$ cat src/rtl/apb_req_arbiter.sv
// -----------------------------------------------------------------------------
// apb_req_arbiter
//
// Purpose:
//   Shares one APB master command port between NREQ local requesters using
//   round-robin arbitration. One request is accepted at a time. The selected
//   command is driven to the master. Completion is detected by watching the
//   APB bus. A timeout aborts transfers whose slave never asserts PREADY.
//
// Ports:
//   PCLK, PRESET       clock; asynchronous active-high reset
//   req                per-requester request level, held until gnt
//   req_write          per-requester direction (1 = write, 0 = read)
//   req_addr/req_wdata packed per-requester address / write data
//   gnt                one-hot pulse: request accepted and captured
//   done               one-hot pulse: transfer finished
//   err                valid with done; 1 = aborted by timeout
//   rdata              read data, valid with done on a read
//   M_CMD              command to the master (00 NOP, 01 read, 10 write)
//   M_SADDR/M_WDATA    address / write data to the master
//   M_PSEL/M_PENABLE/M_PREADY/M_PRDATA  observed APB bus signals
// -----------------------------------------------------------------------------
module apb_req_arbiter #(
    parameter int NREQ    = 4,
    parameter int AW      = 32,
    parameter int DW      = 32,
    parameter int TIMEOUT = 16
) (
    input  logic              PCLK,
    input  logic              PRESET,
    input  logic [NREQ-1:0]   req,
    input  logic [NREQ-1:0]   req_write,
    input  logic [NREQ*AW-1:0] req_addr,
    input  logic [NREQ*DW-1:0] req_wdata,
    output logic [NREQ-1:0]   gnt,
    output logic [NREQ-1:0]   done,
    output logic              err,
    output logic [DW-1:0]     rdata,
    output logic [1:0]        M_CMD,
    output logic [AW-1:0]     M_SADDR,
    output logic [DW-1:0]     M_WDATA,
    input  logic              M_PSEL,
    input  logic              M_PENABLE,
    input  logic              M_PREADY,
    input  logic [DW-1:0]     M_PRDATA
);

    localparam int PW = $clog2(NREQ);
    localparam int CW = $clog2(TIMEOUT);

    localparam logic [1:0] CMD_NOP = 2'b00;
    localparam logic [1:0] CMD_RD  = 2'b01;
    localparam logic [1:0] CMD_WR  = 2'b10;

    typedef enum logic [1:0] {
        ST_IDLE,
        ST_BUSY,
        ST_GAP
    } state_t;

    state_t          r_state;
    logic [PW-1:0]   r_last;
    logic [CW-1:0]   r_cnt;
    logic [NREQ-1:0] r_gnt;
    logic [NREQ-1:0] r_done;
    logic            r_err;
    logic [DW-1:0]   r_rdata;
    logic [1:0]      r_cmd;
    logic [AW-1:0]   r_saddr;
    logic [DW-1:0]   r_wdata;

    logic            w_any;
    logic            w_found;
    logic [PW-1:0]   w_win;
    logic [PW:0]     w_sum;
    logic [PW-1:0]   w_cand;
    logic            w_complete;

    // Round-robin search: first set req bit after the last winner, with wrap.
    always_comb begin
        // NOTE: every variable gets a default first so no path leaves it
        // unassigned, which would otherwise infer a latch.
        w_any   = |req;
        w_found = 1'b0;
        w_win   = '0;
        w_sum   = '0;
        w_cand  = '0;
        for (int k = 1; k <= NREQ; k++) begin
            w_sum = {1'b0, r_last} + (PW+1)'(k);
            if (w_sum >= (PW+1)'(NREQ)) begin
                w_sum = w_sum - (PW+1)'(NREQ);
            end
            w_cand = w_sum[PW-1:0];
            if (!w_found && req[w_cand]) begin
                w_found = 1'b1;
                w_win   = w_cand;
            end
        end
    end

    // A completed APB access: ACCESS phase with the slave ready.
    assign w_complete = M_PSEL & M_PENABLE & M_PREADY;

    always_ff @(posedge PCLK or posedge PRESET) begin
        if (PRESET) begin
            r_state <= ST_IDLE;
            r_last  <= PW'(NREQ - 1);
            r_cnt   <= '0;
            r_gnt   <= '0;
            r_done  <= '0;
            r_err   <= 1'b0;
            r_rdata <= '0;
            r_cmd   <= CMD_NOP;
            r_saddr <= '0;
            r_wdata <= '0;
        end else begin
            // NOTE: sequential state uses non-blocking assignments so every
            // register samples pre-edge values, independent of statement order.
            r_gnt  <= '0;
            r_done <= '0;
            r_err  <= 1'b0;
            case (r_state)
                ST_IDLE: begin
                    if (w_any) begin
                        r_gnt[w_win] <= 1'b1;
                        r_last       <= w_win;
                        r_saddr      <= req_addr[w_win*AW +: AW];
                        r_wdata      <= req_wdata[w_win*DW +: DW];
                        r_cmd        <= req_write[w_win] ? CMD_WR : CMD_RD;
                        r_cnt        <= '0;
                        r_state      <= ST_BUSY;
                    end
                end
                ST_BUSY: begin
                    // Completion is checked first so it wins over a
                    // coincident timeout.
                    if (w_complete) begin
                        r_done[r_last] <= 1'b1;
                        if (r_cmd == CMD_RD) begin
                            r_rdata <= M_PRDATA;
                        end
                        r_cmd   <= CMD_NOP;
                        r_state <= ST_GAP;
                    end else if (r_cnt == CW'(TIMEOUT - 1)) begin
                        r_done[r_last] <= 1'b1;
                        r_err          <= 1'b1;
                        r_cmd          <= CMD_NOP;
                        r_state        <= ST_GAP;
                    end else begin
                        r_cnt <= r_cnt + CW'(1);
                    end
                end
                ST_GAP: begin
                    // One NOP cycle lets the master return to idle.
                    r_state <= ST_IDLE;
                end
                default: begin
                    r_state <= ST_IDLE;
                end
            endcase
        end
    end

    assign gnt     = r_gnt;
    assign done    = r_done;
    assign err     = r_err;
    assign rdata   = r_rdata;
    assign M_CMD   = r_cmd;
    assign M_SADDR = r_saddr;
    assign M_WDATA = r_wdata;

endmodule

$ cat config.mk
export PLATFORM = sky130hd
export DESIGN_NAME = apb_req_arbiter
export DESIGN_NICKNAME = d
export VERILOG_FILES = /design/src/rtl/apb_req_arbiter.sv
export SDC_FILE = /design/constraint.sdc
export NUM_CORES = 1
export LEC_CHECK = 0
export ABC_AREA = 1
export CAP_MARGIN = 0
export CELL_PAD_IN_SITES_DETAIL_PLACEMENT = 1
export CELL_PAD_IN_SITES_GLOBAL_PLACEMENT = 2
export CORE_UTILIZATION = 20
export DETAILED_ROUTE_END_ITERATION = 8
export PLACE_DENSITY_LB_ADDON = 0.2
export SYNTH_ARGS = -nofsm -noshare
export SYNTH_HDL_FRONTEND = slang
export SYNTH_SLANG_ARGS = --single-unit
$ cat constraint.sdc
create_clock -name PCLK -period 4.3 [get_ports PCLK]
set_input_delay 0.86 -clock PCLK [delete_from_list [all_inputs] [get_ports PCLK]]
set_output_delay 0.86 -clock PCLK [all_outputs]
set_load 0.05 [all_outputs]
==> results.yml <==
status:
  status: "finished, final reports clean"
cts:
  clk_pin_slew_ns: 0.06
  htreeDepth: 4
  numCtsBuffers: 17
  cts_resized: 0
  postCtsHoldBufs: 0
  insertion_delay_ns: 0.44
  clock_sink_count: 115
  cts_setup_buffers: 0
  cts_root_buf: "clkbuf_16"
  cts_tree: "done"
  clk_path_buf_depth: 2
hold_path:
  hold_path.class: "reg -> reg"
grt:
  grt_max_degree: 132
  antenna_found_initial: 6
  grt_pass1_wl_mm: 51.8
  grt_pass1_vias: 8675
  grtUsageTotal: 0.178
  grt.overflow.total: 0
synthesis:
  synth_compound_area_frac: 0.0123
  syn_nets: 1415
  synth.mux.area_fraction: 0.0480
  yosysWarnings: 0
  syn_area_mm2: 0.00751
  synth_xor_area_frac: 0
  synthFlopType: "dfrtp_1"
  syn-mean-instance-area_um2: 6.77
  synth-edff-count: 0
  synthSimpleGateAreaFrac: 0.454
  synth.ff_latch_count: 115
  syn_inst: 1109
  synth_top_family_by_area: "simple AND/OR/NAND/NOR gates"
  synthAdderAreaFrac: 0.00833
  ys_seq_area_frac: 0.384
  async_flop_share: 1.00
  yosysUniqueCellTypes: 31
place:
  place_congestion: 0.813
  dp_slack_ns: 0.220
  dp.cells: 1925
  place.port_buffers: 407
  hpwl_mm: 24.2
flow_run:
  maxCapViolations: 0
critical_path:
  cp_slowest_cell: "buf_4"
  worstPathMaxFanout: 97
  cp_common_cell: "nand2_1"
  rrSetupSlack_ns: 0.53
  cp_num_buf_inv: 4
  worstSetupStartpointType: "flip-flop"
  cp-end-kind: "flip-flop"
  path_delay_family: "buffers and inverters"
  worstSetupPathType: "reg -> reg"
  cpPeakStageDelay_ns: 0.91
  path_cells: "inv_4, ha_1, inv_1, nand3_2, nand2_2, o21ai_0, nand2_4, buf_4, buf_4, nand3b_1, nand3_1, nand2_1, nand2_1, nand2_1"
  cp_data_arrival_time_ns: 4.10
  required_ns: 4.63
cells_and_area:
  layout.nets: 1782
  fin_cells: 1959
  fill_cells: 4508
  drive_above_1_share: 0.0665
  area_growth_pct: 67.6
route:
  postRouteAntennaNets: 0
  via_per_inst: 4.34
  firstDrtPassIters: 4
  first_iter_violations: 264
  wirelength_mm: 33.9
  vias: 8495
  routedWlPerCell_um: 17.3
  drcViolationCount: 0
floorplanning:
  dieHeight_um: 196
  placementRows: 70
  pin_count: 408
  dieArea_mm2: 0.0383
  core_mm2: 0.0368
  die_w_um: 196
  initial_utilization: 0.204
power_and_ir_drop:
  total_power_uw: 11700
  powerDensity_mw_per_mm2: 927
  p_leak_uw: 0.00618
  peakVddDrop_mv: 0.470
sta:
  hold_slack_ns: 0.478
  setup_viol: 0
  final_max_slew_viol_count: 0
  worstMarginPinSlew_ns: 1.13
  finalHoldViolations: 0
  setup_tns_ns: 0
  fmax_ghz: 0.265
  min_period_ns: 3.77
  fin_ws_ns: 0.533
  finClkSkew_ns: 0.00613
  rsz0062_at_grt: "no"
  finalCritPeriodShare: 0.876
  relSlewSlack: 0.245
-- report_power, final --
| part | switching (uW) | internal [uW] | total [uW] |
|---|---|---|---|
| clock network | 594 | 874 | 1470 |
| logic | 5640 | 2680 | 8320 |
| registers | 280 | 1590 | 1870 |
| total | 6510 | 5150 | 11700 |
-- Yosys cell counts (2+ instances only) --
library cell  number  area share
buf_2             35       0.023
buf_6              3      0.0045
inv_2              4      0.0020
nand2_2            6      0.0050
o21ai_0            7      0.0047
dfstp_2            2      0.0070
nor2_1            10      0.0050
nand4_1            2      0.0017
inv_1             83       0.041
ha_1               5      0.0083
mux2_2            32       0.048
a21oi_1            4      0.0027
buf_1             13      0.0065
clkbuf_1          15      0.0075
nand3_2            2      0.0027
nand2_1          546        0.27
buf_4              8      0.0080
nand3_1          144       0.096
nand3b_1          64       0.064
dfrtp_1          113        0.38
-- stage by stage --
stage	util	cell area (um^2)
after floorplan	-	7510
after global placement	0.326	12000
after detailed placement	0.326	12000
after CTS	0.342	12600
after global routing	0.342	12600
final	0.342	12600
-- routing by layer --
metal	global-route usage	vias to the layer above	wire length, um
met5	0	-	45
met4	0.0498	6	475
met3	0.0600	28	2570
met2	0.297	262	16300
met1	0.216	3996	14500
li1	-	4203	-
-- final timing paths --
kind,start,endpoint,cells after the start
setup / recovery,r_last[0]$_DFFE_PP1P_,M_SADDR[28]$_DFFE_PP0P_,14
hold / removal,M_WDATA[30]$_DFFE_PP0P_,M_WDATA[30]$_DFFE_PP0P_,2
setup reg to reg,r_last[0]$_DFFE_PP1P_,M_SADDR[28]$_DFFE_PP0P_,14
hold reg to reg,M_WDATA[30]$_DFFE_PP0P_,M_WDATA[30]$_DFFE_PP0P_,2
max in group asynchronous,PRESET,r_last[0]$_DFFE_PP1P_,3
min in group asynchronous,PRESET,M_WDATA[2]$_DFFE_PP0P_,2
-- worst reg2reg max path, cell delays in order, from the launching register on --
cell and delay [ns]:
dfstp_2 0.68, inv_4 0.10, ha_1 0.35, inv_1 0.12, nand3_2 0.10, nand2_2 0.09, o21ai_0 0.17, nand2_4 0.13
buf_4 0.36, buf_4 0.92, nand3b_1 0.29, nand3_1 0.18, nand2_1 0.06, nand2_1 0.05, nand2_1 0.06
-- registers in the layout, indices dropped and copies added, names as in the netlist --
register  cells
r_last        2
err           1
rdata        32
done          4
gnt           4
M_WDATA      32
r_cnt         4
M_CMD         2
r_state       2
M_SADDR      32
-- logic make-up after synthesis --
kind of cell	count (synthesis)
and+or+nand+nor	780
adders and majority gates	5
AOI/OAI and AO/OA	15
DFF	115
buffers and inverters	162
muxes	32
-- placed cells by master (no fill, tap or decap), drive strengths merged, types with 11 or more instances in the layout --
cell type      Yosys  routed
clkbuf            15      18
nor2              11      11
dfrtp            113     113
inv               88      92
buf               59      15
mux2              32      32
nand2            553     553
clkdlybuf4s50      0     407
nand3            146     146
nand3b            64      64
-- final cells by class --
type | count | area [um^2] | area share
tap | 468 | 586 | 0.0465
inverter | 88 | 335 | 0.0266
clock buffer | 18 | 439 | 0.0349
antenna | 3 | 7.51 | 0.000597
timing repair buffer | 422 | 4240 | 0.337
clock inverter | 13 | 153 | 0.0121
sequential | 115 | 2880 | 0.229
multi-input combinational | 832 | 3950 | 0.314
Power figures use the tool's default switching activity.
